--- src/rtl/countdown_timer_bcd.sv ---
// BCD MM:SS countdown timer: loads a start value, decrements once per second from an
// internal prescaler and pulses borrowOut on the edge that brings the count to 00:00.
module countdown_timer_bcd #(
  parameter int unsigned PAR_CYC_PER_SEC = 66000000,
  parameter int unsigned PAR_PRE_W       = 27
) (
  input  logic       clk,
  input  logic       reset,
  input  logic       load,
  input  logic [2:0] load_min_t,
  input  logic [3:0] load_min_o,
  input  logic [2:0] load_sec_t,
  input  logic [3:0] load_sec_o,
  input  logic       start,
  input  logic       pause,
  output logic [2:0] min_t,
  output logic [3:0] min_o,
  output logic [2:0] sec_t,
  output logic [3:0] sec_o,
  output logic       running,
  output logic       done,
  output logic       borrowOut
);

  localparam logic [1:0] ST_IDLE  = 2'd0;
  localparam logic [1:0] ST_RUN   = 2'd1;
  localparam logic [1:0] ST_PAUSE = 2'd2;
  localparam logic [1:0] ST_DONE  = 2'd3;

  localparam logic [PAR_PRE_W-1:0] PRE_ZERO = {PAR_PRE_W{1'b0}};
  localparam logic [PAR_PRE_W-1:0] PRE_ONE  = PAR_PRE_W'(1);
  localparam logic [PAR_PRE_W-1:0] PRE_LAST = PAR_PRE_W'(PAR_CYC_PER_SEC - 1);

  function automatic logic [3:0] sat_ones(input logic [3:0] d);
    return (d > 4'd9) ? 4'd9 : d;
  endfunction

  function automatic logic [2:0] sat_tens(input logic [2:0] d);
    return (d > 3'd5) ? 3'd5 : d;
  endfunction

  logic [1:0]           state_r, state_s;
  logic [PAR_PRE_W-1:0] pre_r, pre_s;
  logic [2:0]           min_t_r, min_t_s;
  logic [3:0]           min_o_r, min_o_s;
  logic [2:0]           sec_t_r, sec_t_s;
  logic [3:0]           sec_o_r, sec_o_s;
  logic                 borrow_r, borrow_s;

  logic [2:0] dec_min_t_s;
  logic [3:0] dec_min_o_s;
  logic [2:0] dec_sec_t_s;
  logic [3:0] dec_sec_o_s;
  logic       b_sec_o_s, b_sec_t_s, b_min_o_s;
  logic       dec_zero_s, cur_zero_s, tick_s;

  // One-second decrement of the current value with a digit-by-digit borrow ripple
  always_comb begin
    dec_sec_o_s = sec_o_r;
    dec_sec_t_s = sec_t_r;
    dec_min_o_s = min_o_r;
    dec_min_t_s = min_t_r;
    b_sec_o_s   = 1'b0;
    b_sec_t_s   = 1'b0;
    b_min_o_s   = 1'b0;
    if (sec_o_r == 4'd0) begin
      dec_sec_o_s = 4'd9;
      b_sec_o_s   = 1'b1;
    end else begin
      dec_sec_o_s = sec_o_r - 4'd1;
      b_sec_o_s   = 1'b0;
    end
    if (b_sec_o_s) begin
      if (sec_t_r == 3'd0) begin
        dec_sec_t_s = 3'd5;
        b_sec_t_s   = 1'b1;
      end else begin
        dec_sec_t_s = sec_t_r - 3'd1;
        b_sec_t_s   = 1'b0;
      end
    end else begin
      dec_sec_t_s = sec_t_r;
      b_sec_t_s   = 1'b0;
    end
    if (b_sec_t_s) begin
      if (min_o_r == 4'd0) begin
        dec_min_o_s = 4'd9;
        b_min_o_s   = 1'b1;
      end else begin
        dec_min_o_s = min_o_r - 4'd1;
        b_min_o_s   = 1'b0;
      end
    end else begin
      dec_min_o_s = min_o_r;
      b_min_o_s   = 1'b0;
    end
    if (b_min_o_s) begin
      dec_min_t_s = min_t_r - 3'd1;
    end else begin
      dec_min_t_s = min_t_r;
    end
  end

  assign dec_zero_s = (dec_min_t_s == 3'd0) && (dec_min_o_s == 4'd0) &&
                      (dec_sec_t_s == 3'd0) && (dec_sec_o_s == 4'd0);
  assign cur_zero_s = (min_t_r == 3'd0) && (min_o_r == 4'd0) &&
                      (sec_t_r == 3'd0) && (sec_o_r == 4'd0);
  assign tick_s     = (state_r == ST_RUN) && (pre_r == PRE_LAST);

  // Next-state, prescaler and digit selection; load is only honoured outside RUN
  always_comb begin
    state_s  = state_r;
    pre_s    = pre_r;
    min_t_s  = min_t_r;
    min_o_s  = min_o_r;
    sec_t_s  = sec_t_r;
    sec_o_s  = sec_o_r;
    borrow_s = 1'b0;
    case (state_r)
      ST_RUN: begin
        if (tick_s) begin
          pre_s   = PRE_ZERO;
          min_t_s = dec_min_t_s;
          min_o_s = dec_min_o_s;
          sec_t_s = dec_sec_t_s;
          sec_o_s = dec_sec_o_s;
          // Expiry wins over a coincident pause
          if (dec_zero_s) begin
            state_s  = ST_DONE;
            borrow_s = 1'b1;
          end else if (pause) begin
            state_s = ST_PAUSE;
          end else begin
            state_s = ST_RUN;
          end
        end else begin
          pre_s = pre_r + PRE_ONE;
          if (pause) begin
            state_s = ST_PAUSE;
          end else begin
            state_s = ST_RUN;
          end
        end
      end
      ST_IDLE, ST_PAUSE, ST_DONE: begin
        if (load) begin
          state_s = ST_IDLE;
          pre_s   = PRE_ZERO;
          min_t_s = sat_tens(load_min_t);
          min_o_s = sat_ones(load_min_o);
          sec_t_s = sat_tens(load_sec_t);
          sec_o_s = sat_ones(load_sec_o);
        end else if (start && (state_r == ST_IDLE) && !cur_zero_s) begin
          state_s = ST_RUN;
          pre_s   = PRE_ZERO;
        end else if (start && (state_r == ST_PAUSE)) begin
          state_s = ST_RUN;
        end else begin
          state_s = state_r;
        end
      end
      default: begin
        state_s = ST_IDLE;
        pre_s   = PRE_ZERO;
      end
    endcase
  end

  // State, prescaler, digit and borrow registers with synchronous reset
  always_ff @(posedge clk) begin
    if (reset) begin
      state_r  <= ST_IDLE;
      pre_r    <= PRE_ZERO;
      min_t_r  <= 3'd0;
      min_o_r  <= 4'd0;
      sec_t_r  <= 3'd0;
      sec_o_r  <= 4'd0;
      borrow_r <= 1'b0;
    end else begin
      state_r  <= state_s;
      pre_r    <= pre_s;
      min_t_r  <= min_t_s;
      min_o_r  <= min_o_s;
      sec_t_r  <= sec_t_s;
      sec_o_r  <= sec_o_s;
      borrow_r <= borrow_s;
    end
  end

  assign min_t     = min_t_r;
  assign min_o     = min_o_r;
  assign sec_t     = sec_t_r;
  assign sec_o     = sec_o_r;
  assign borrowOut = borrow_r;
  assign running   = (state_r == ST_RUN);
  assign done      = (state_r == ST_DONE);

endmodule

--- config.mk ---
export PLATFORM = sky130hd
export DESIGN_NAME = countdown_timer_bcd
export DESIGN_NICKNAME = d
export VERILOG_FILES = /design/src/rtl/countdown_timer_bcd.sv
export SDC_FILE = /design/constraint.sdc
export NUM_CORES = 1
export LEC_CHECK = 0
export BUFFER_PORTS_ARGS = -buffer_cell sky130_fd_sc_hd__buf_2
export CORE_ASPECT_RATIO = 1.75
export CORE_UTILIZATION = 52
export DETAILED_ROUTE_END_ITERATION = 12
export PLACE_DENSITY = 0.73
export SLEW_MARGIN = 20
export SYNTH_ARGS = -nofsm -noshare
export SYNTH_HDL_FRONTEND = slang
export SYNTH_SLANG_ARGS = --single-unit
--- constraint.sdc ---
create_clock -name clk -period 2.23 [get_ports clk]
set_clock_uncertainty 0.05 [all_clocks]
set_input_delay 0.223 -clock clk [delete_from_list [all_inputs] [get_ports clk]]
set_output_delay 0.223 -clock clk [all_outputs]
set_load 0.05 [all_outputs]
==> results.toml, run 1 <==
[sta]
min_period_ps = 2213
finalCritPeriodShare_pct = 99.23
finalSetupViolations = 0
slew-limit-headroom_pct = 66.61
grt_setup_unrepaired = "true"
worstMarginPinSlew_ps = 499.9
fmax_mhz = 451.9
setup_slack_ps = 17.23
hold_viol = 0
drv_slew = 0
whs_ps = 150.1

[worst_hold_path]
min_to = "state_r[1]"
hold_class = "primary input to flip-flop"
hold_depth = 3
min-delay-start = "pause"

[clock_tree]
htree_levels = 2
cts.hold.buffers_added = 0
clk_path_buf_depth = 2
cts_tree = "done"
clkLatencyLatePin_ps = 310
cts_buffers = 5
root_buffer = "clkbuf_8"
clock-sinks = 44
clk_pin_slew_worst_paths_ps = 80

[critical_path]
crit_path_end_kind = "flip-flop"
crit_required_ps = 2410
ff2ff_path_depth = 7
r2r_slack_ps = 20
crit_type = "flip-flop to flip-flop"
r2r-start = "min_t[1]"
critical_path_peak_fanout = 12
regToRegEndpoint = "pre_r[26]"
critPathLaunchType = "flip-flop"
worstPathArrival_ps = 2400

[yosys]
yosysMostFrequentCell = "dfxtp_1"
synth_nets = 372
synth_top_area_cell = "dfxtp_1"
synth_ff_type = "dfxtp_1"
yosys.area.top_type_share_pct = 33.43
synthCells = 350
yosys-top-cells-count = "dfxtp_1, a21oi_1, nand2_1"
synthArstFlopShare_pct = 0
synth_area_um2 = 2635
synth-seq-cells = 44
ys_types = 53
synth.area.top_cells = "dfxtp_1, a21oi_1, a31oi_1"
synth_area_per_cell_um2 = 7.529
synth-edff-count = 0
synth_warnings = 0
ys_seq_area_share_pct = 33.43

[floorplan]
die_w_um = 55.81
rows = 33
dieArea_um2 = 5367
core_area_um2 = 4790
io_pins = 36
start_util_pct = 55.02
fp.dieH_um = 96.17

[placement]
dpl_worst_slack_ps = -10.97
dp_hpwl_mm = 5.603
port_buffers = 35
gp_congestion = 0.8678

[route]
drc_errors = 0
ant_nets = 0
met3WireLength_um = 273
route.layer.met1.wl_mm = 3.010
wl_per_cell_um = 16.28
highest_layer = "met4"
vias_per_cell = 6.282
drtPass1Iterations = 5
drt_iter0_drc = 146
wl_met2_mm = 4.284
via_count = 3034
wirelength_mm = 7.863

[power]
peakVddDrop_mv = 0.5064
p_leak_uw = 0.001384
powerDensity_nw_per_um2 = 577.8

[run]
maxCapViolations = 0

[finish]
insertedDiodeCount = 0
fillers = 388
fin_nets = 452
drive_above_1_share_pct = 32.71
area_growth_pct = 32.72

[global_route]
grt_pass1_wl_mm = 12.10
grt_antenna_before_repair = 0
grtUsageTotal_pct = 28.56
grt_max_degree = 21
grt_pass1_vias = 2746
grt_overflow_total = 0

[outcome]
status = "finished, final reports clean"
## routing by layer
metal,up-vias,GRT usage [%]
li1,1471,-
met5,-,0
met4,0,16.67
met1,1449,28.52
met2,89,55.82
met3,25,3.763
## layout by cell type (no fill, tap or decap), drive strengths merged, types with 2 or more instances in the layout
| master | n |
|---|---|
| a211oi | 4 |
| a21o | 4 |
| a21oi | 38 |
| a31oi | 25 |
| a41o | 2 |
| a41oi | 2 |
| and2 | 3 |
| and3 | 4 |
| and4 | 2 |
| buf | 95 |
| clkbuf | 8 |
| dfxtp | 44 |
| ha | 3 |
| inv | 15 |
| mux2i | 6 |
| nand2 | 35 |
| nand2b | 5 |
| nand3 | 16 |
| nand3b | 5 |
| nand4 | 14 |
| nor2 | 25 |
| nor2b | 2 |
| nor3 | 14 |
| nor3b | 2 |
| nor4 | 4 |
| o21a | 2 |
| o21ai | 23 |
| o221ai | 3 |
| o31ai | 2 |
| or4 | 7 |
| or4b | 2 |
## report_power, final
group          switching, uW  internal (uW)  total, uW  leakage, uW
Sequential              27.5            814        842     0.000364
Combinational            326            213        539     0.000958
Clock                    289            351        639    0.0000627
Total                    642           1380       2020      0.00138
## sequential cells by signal (all words and copies together) (netlist names)
signal and count:
pre_r 27, state_r 2, min_o 4, sec_o 4, min_t 3, sec_t 3
borrowOut 1
## final cells by class
class	instances	area [um2]	area share, %
inverter	15	61.31	1.753
timing repair buffer	95	654.4	18.71
sequential	44	907.1	25.94
tap	52	65.06	1.860
clock buffer	8	121.4	3.470
multi-input combinational	269	1688	48.26
## worst max-delay path by stage
stage,startpoint,end,slack (ps),cells past startpoint
final,min_t[1],pre_r[26],20,7
after detailed placement,min_t[1],pre_r[26],-10,7
after global placement,min_t[0],pre_r[2],40,7
after floorplan,sec_o[3],pre_r[10],-40,7
after global routing,min_t[0],pre_r[26],-80,7
after CTS,min_t[1],pre_r[21],10,8
## per-stage QoR
step	instances	cell area, um2	power (uW)	utilization, %	setup TNS [ps]
floorplan	350	2690	1186	-	-242.5
global placement	462	3229	1352	67.42	0
detailed placement	462	3229	1357	67.42	-10.97
CTS	470	3356	1989	70.06	0
global route	483	3497	2098	73.01	-912.0
finish	483	3497	2021	73.01	0
## logic make-up after synthesis
group                    after synthesis  share of synthesized area, %
AO/OA/AOI/OAI                        115                         27.16
multiplexers                           7                         2.707
adder cells (fa/ha/maj)                3                         1.425
flip-flops                            44                         33.43
buffers and inverters                 38                         5.840
AND/OR/NAND/NOR                      143                         29.44
## what timing repair did
action	in CTS	in global routing
resized for setup	1	14
setup buffers	0	12
pin swaps	0	9
cloned	0	1
endpoints found under the setup margin	4	34
## critical path, stage by stage, from the launching register on
cell and delay, ps:
dfxtp_4 360, inv_4 70, ha_4 120, or4b_4 440, or4_4 550, a21boi_4 210
nand2_4 140, a31oi_1 200
No activity file was read; power rests on OpenSTA's default activity.
==> run 2: changes to the inputs <==
--- a/config.mk
+++ b/config.mk
@@ -7,9 +7,9 @@
 export LEC_CHECK = 0
 export BUFFER_PORTS_ARGS = -buffer_cell sky130_fd_sc_hd__buf_2
 export CORE_ASPECT_RATIO = 1.75
-export CORE_UTILIZATION = 52
+export CORE_UTILIZATION = 55
 export DETAILED_ROUTE_END_ITERATION = 12
-export PLACE_DENSITY = 0.73
+export PLACE_DENSITY = 0.74
 export SLEW_MARGIN = 20
 export SYNTH_ARGS = -nofsm -noshare
 export SYNTH_HDL_FRONTEND = slang
==> constraint.sdc (replaced) <==
create_clock -name clk -period 2.8 [get_ports clk]
set_clock_uncertainty 0.05 [all_clocks]
set_input_delay 0.28 -clock clk [delete_from_list [all_inputs] [get_ports clk]]
set_output_delay 0.28 -clock clk [all_outputs]
set_load 0.05 [all_outputs]
==> run 2 against run 1 <==
Compared with the run above:
- total power down 25%
- cell count down 9.9%
- register-to-register slack better by 230 ps
- critical path depth unchanged
- clock power down 24%
- largest cell class unchanged
- largest power group unchanged
==> results.toml, run 2 (same netlist as run 1, synthesis figures left out) <==
[power]
combPwrFrac_pct = 22.9
clkPwrFrac_pct = 32.2
power_switching_uw = 480.7
p_leak_uw = 0.001094
peakVddDrop_mv = 0.4163
power_frac_seq_pct = 44.8
swShare_pct = 31.91
powerDensity_nw_per_um2 = 502.9
power_uw = 1506
p_int_uw = 1026

[route]
drc_errors = 0
drt_iter0_drc = 111
wirelength_mm = 7.110
drtPass1Iterations = 5
wl_per_cell_um = 16.34
ant_nets = 0
via_count = 2802
vias_per_cell = 6.441

[floorplan]
core_area_um2 = 4624
io_pins = 36
start_util_pct = 56.98
fp.dieH_um = 93.57
die_w_um = 54.32
dieArea_um2 = 5082
rows = 33

[critical_path]
crit_cells = 7
ff2ff_path_depth = 7
crit_path_end_kind = "flip-flop"
critical_path_peak_fanout = 10
critical_path.top_delay_family = "simple AND/OR/NAND/NOR gates"
crit_type = "flip-flop to flip-flop"
worstPathArrival_ps = 2730
path_cells = "inv_1 > ha_1 > or4b_2 > or4_4 > a21oi_2 > a21oi_1 > o21ai_0"
regToRegEndpoint = "pre_r[8]"
max_stage_delay_ps = 590
critPathLaunch = "min_t[0]"
endpoint = "pre_r[8]"
r2r_slack_ps = 240
r2r-start = "min_t[0]"
slowest_stage = "or4b_2"
crit_required_ps = 2970
critPathLaunchType = "flip-flop"
path_buf_inv = 1

[global_route]
grt_max_degree = 44
grt_overflow_total = 0
grt_antenna_before_repair = 0
grtUsageTotal_pct = 30.21
grt_pass1_vias = 2594
grt_pass1_wl_mm = 11.55

[worst_hold_path]
hold_depth = 3
hold_class = "primary input to flip-flop"

[sta]
slew-limit-headroom_pct = 45.78
fmax_mhz = 391.0
worstMarginPinSlew_ps = 802.8
min_period_ps = 2557
grt_setup_unrepaired = "false"
setup_slack_ps = 242.6
hold_viol = 0
finalSetupViolations = 0
finalSetupTns_ps = 0
finalCritPeriodShare_pct = 91.34
drv_slew = 0

[finish]
largest_reg_flops = 27
drive_above_1_share_pct = 17.49
mostFrequentLayoutCells = "dfxtp_1, a21oi_1, buf_2"
final_common_cell = "dfxtp_1"
fin_nets = 404
largest_register = "pre_r"
fillers = 454
area_growth_pct = 13.68
insertedDiodeCount = 0
utilization_pct = 64.77
final_cells = 435

[clock_tree]
clock-sinks = 44
clk_pin_slew_worst_paths_ps = 90
htree_levels = 2
clk_path_buf_depth = 2
postCtsSetupRepairBufs = 0
clkLatencyLatePin_ps = 290
cts_resized = 0
cts.hold.buffers_added = 0
cts_tree = "done"
cts_buffers = 5
root_buffer = "clkbuf_8"

[placement]
dp_hpwl_mm = 5.124
port_buffers = 35
gp_congestion = 0.9443
place_inst = 427
dpl_worst_slack_ps = 280.9

[run]
maxCapViolations = 0

[outcome]
status = "finished, final reports clean"
run 2: cell types whose count changed in the layout (fill, tap and decap cells not counted), moves of 4 or more:
cell,before,now
buf_4,57,13
dfxtp_1,31,44
dfxtp_2,9,0
dfxtp_4,4,0
run 2: worst register-to-register path, stage by stage (launching register included):
cell	delay [ps]
dfxtp_1	330
inv_1	140
ha_1	190
or4b_2	590
or4_4	460
a21oi_2	490
a21oi_1	80
o21ai_0	170
run 2: metrics by stage:
step                      area (um2)  hold slack (ps)
after detailed placement        2888            418.6
after CTS                       2995            185.5
after global placement          2888            410.3
after global routing            2995            226.7
final                           2995            191.3
after floorplan                 2635            379.6
run 2: layout make-up:
cell class	count	area [um2]	share of cell area, %
flip-flops and latches	44	880.8	29.41
clock inverters	2	35.03	1.170
well taps	52	65.06	2.172
multi-input cells	268	1613	53.84
inverters	15	56.30	1.880
clock buffers	6	72.57	2.423
repair buffers	48	272.8	9.106
run 2: how the worst min path moves through the flow:
stage          startpoint         end  slack [ps]
6_report            pause  state_r[1]         190
5_1_grt             pause  state_r[1]         230
4_1_cts             pause  state_r[1]         190
3_5_place_dp    pre_r[26]   pre_r[26]         420
3_3_place_gp    pre_r[26]   pre_r[26]         410
2_1_floorplan       pause  state_r[1]         380
run 2: metal layers:
layer	share of wire, %	up-vias	track usage (%)
met5	0	-	0
met1	39	1328	33.23
met3	3.7	16	4.715
met4	2.4	0	12.61
met2	55	82	53.86
li1	-	1376	-
run 2: power groups by stage:
stage / logic [uW] / clock network (uW) / registers [uW]
after floorplan: 183 / 0 / 746
after global placement: 337 / 0 / 688
after detailed placement: 341 / 0 / 688
after CTS: 342 / 493 / 674
after global routing: 371 / 518 / 679
final: 346 / 485 / 675
==> run 3: changes to the inputs <==
--- a/config.mk
+++ b/config.mk
@@ -6,6 +6,7 @@
 export NUM_CORES = 1
 export LEC_CHECK = 0
 export BUFFER_PORTS_ARGS = -buffer_cell sky130_fd_sc_hd__buf_2
+export CAP_MARGIN = 20
 export CORE_ASPECT_RATIO = 1.75
 export CORE_UTILIZATION = 55
 export DETAILED_ROUTE_END_ITERATION = 12
@@ -14,3 +15,4 @@
 export SYNTH_ARGS = -nofsm -noshare
 export SYNTH_HDL_FRONTEND = slang
 export SYNTH_SLANG_ARGS = --single-unit
+export TNS_END_PERCENT = 1
==> constraint.sdc (replaced) <==
create_clock -name clk -period 2.7 [get_ports clk]
set_clock_uncertainty 0.05 [all_clocks]
set_input_delay 0.27 -clock clk [delete_from_list [all_inputs] [get_ports clk]]
set_output_delay 0.27 -clock clk [all_outputs]
set_load 0.05 [all_outputs]
==> run 3 against run 2 <==
Compared with the run above:
- global-route usage up 0.68 points
- largest power group unchanged
- via count shrank 0.96%
- first-iteration DRC count down 23%
- die area unchanged
- critical endpoint is now pre_r[18]
- maximum frequency grew 3.0%
- sequential share of layout area is 0.11 points lower
- core utilization increased by 0.24 points
==> results.toml, run 3 (same netlist as run 1, synthesis figures left out) <==
[clock_tree]
cts_tree = "done"
htree_levels = 2
clk_path_buf_depth = 2
postCtsSetupRepairBufs = 0
cts.hold.buffers_added = 0
cts_resized = 0
root_buffer = "clkbuf_8"
clock-sinks = 44
clkLatencyLatePin_ps = 300
cts_buffers = 5
clk_pin_slew_worst_paths_ps = 80

[finish]
final_common_cell = "dfxtp_1"
fillers = 444
area_growth_pct = 14.10
drive_above_1_share_pct = 18.02
largest_reg_flops = 27
seq_area_um2 = 880.8
insertedDiodeCount = 0
largest_register = "pre_r"
mostFrequentLayoutCells = "dfxtp_1, a21oi_1, buf_2"
final_cells = 435
fin_nets = 405
multiInputGateArea_um2 = 1615

[critical_path]
ff2ff_path_depth = 7
crit_type = "flip-flop to flip-flop"
critPathLaunch = "min_t[0]"
r2r-start = "min_t[0]"
worstPathArrival_ps = 2670
critPathLaunchType = "flip-flop"
crit_required_ps = 2880
r2r_slack_ps = 220
critical_path_peak_fanout = 12
crit_path_end_kind = "flip-flop"

[power]
peakVddDrop_mv = 0.4069
p_leak_uw = 0.001098
powerDensity_nw_per_um2 = 505.7

[global_route]
grt_antenna_before_repair = 0
grt_max_degree = 44
grt_pass1_vias = 2562
grtUsageTotal_pct = 30.89
grt_pass1_wl_mm = 11.65
grt_overflow_total = 0

[floorplan]
fp.dieH_um = 93.57
dieArea_um2 = 5082
start_util_pct = 56.98
die_w_um = 54.32
core_area_um2 = 4624
io_pins = 36
rows = 33

[route]
wl_per_cell_um = 16.44
wirelength_mm = 7.151
drtPass1Iterations = 4
drt_iter0_drc = 85
drc_errors = 0
vias_per_cell = 6.379
ant_nets = 0
via_count = 2775

[sta]
finalSetupViolations = 0
grt_setup_unrepaired = "false"
fmax_mhz = 402.8
hold_viol = 0
min_period_ps = 2483
finalCritPeriodShare_pct = 91.95
finalSetupTns_ps = 0
slew-limit-headroom_pct = 67.02
drv_slew = 0
worstMarginPinSlew_ps = 493.4

[worst_hold_path]
min-delay-start = "pause"
hold_depth = 3
hold_class = "primary input to flip-flop"

[placement]
gp_congestion = 0.9081
place_inst = 428
dp_hpwl_mm = 5.232
port_buffers = 35

[outcome]
status = "finished, final reports clean"

[run]
maxCapViolations = 0
run 3: cell count changes in the layout (fill, tap and decap cells not counted):
cell,change
clkbuf_8,+2
nor2_2,+1
nor2_1,-1
clkinv_2,-1
buf_12,+1
bufinv_16,-1
clkbuf_1,-1
run 3: worst max-delay path, cell delays in order, from the launching register on:
cell      delay (ps)
dfxtp_1          320
inv_1            130
ha_1             180
or4b_2           580
or4_4            460
a21boi_4         240
nand2_2          220
a31oi_1          220
run 3: power breakdown:
part | internal [uW] | switching (uW)
Combinational | 125 | 241
Sequential | 671 | 29.4
Clock | 228 | 227
Total | 1020 | 497
run 3: routing by layer:
| layer | part of all wire (%) | up-vias | routed length [um] | global-route usage (%) |
|---|---|---|---|---|
| li1 | - | 1373 | - | - |
| met1 | 38 | 1312 | 2685 | 32.67 |
| met2 | 56 | 70 | 3994 | 55.69 |
| met3 | 3.3 | 20 | 238 | 3.577 |
| met4 | 3.2 | 0 | 232 | 16.03 |
| met5 | 0 | - | 0 | 0 |
run 3: layout make-up:
type | count | area share [%]
flip-flops and latches | 44 | 29.30
inverters | 15 | 1.873
repair buffers | 49 | 9.738
clock buffers | 7 | 3.204
multi-input cells | 268 | 53.72
well taps | 52 | 2.164
run 3: final timing paths:
check / to
hold / removal: state_r[1]
setup reg to reg: pre_r[18]
hold reg to reg: pre_r[15]
setup / recovery: pre_r[18]
run 3: per-stage QoR:
stage | hold slack (ps) | utilization, % | worst slack, ps | total power [uW] | area (um2)
floorplan | 369.6 | - | 152.6 | 963.4 | 2635
detailed placement | 411.9 | 62.88 | 232.5 | 1076 | 2908
global route | 185.8 | 65.02 | 63.60 | 1583 | 3007
global placement | 397.9 | 62.88 | 300.3 | 1072 | 2908
CTS | 163.1 | 64.96 | 211.1 | 1527 | 3004
finish | 174.5 | 65.02 | 217.4 | 1521 | 3007
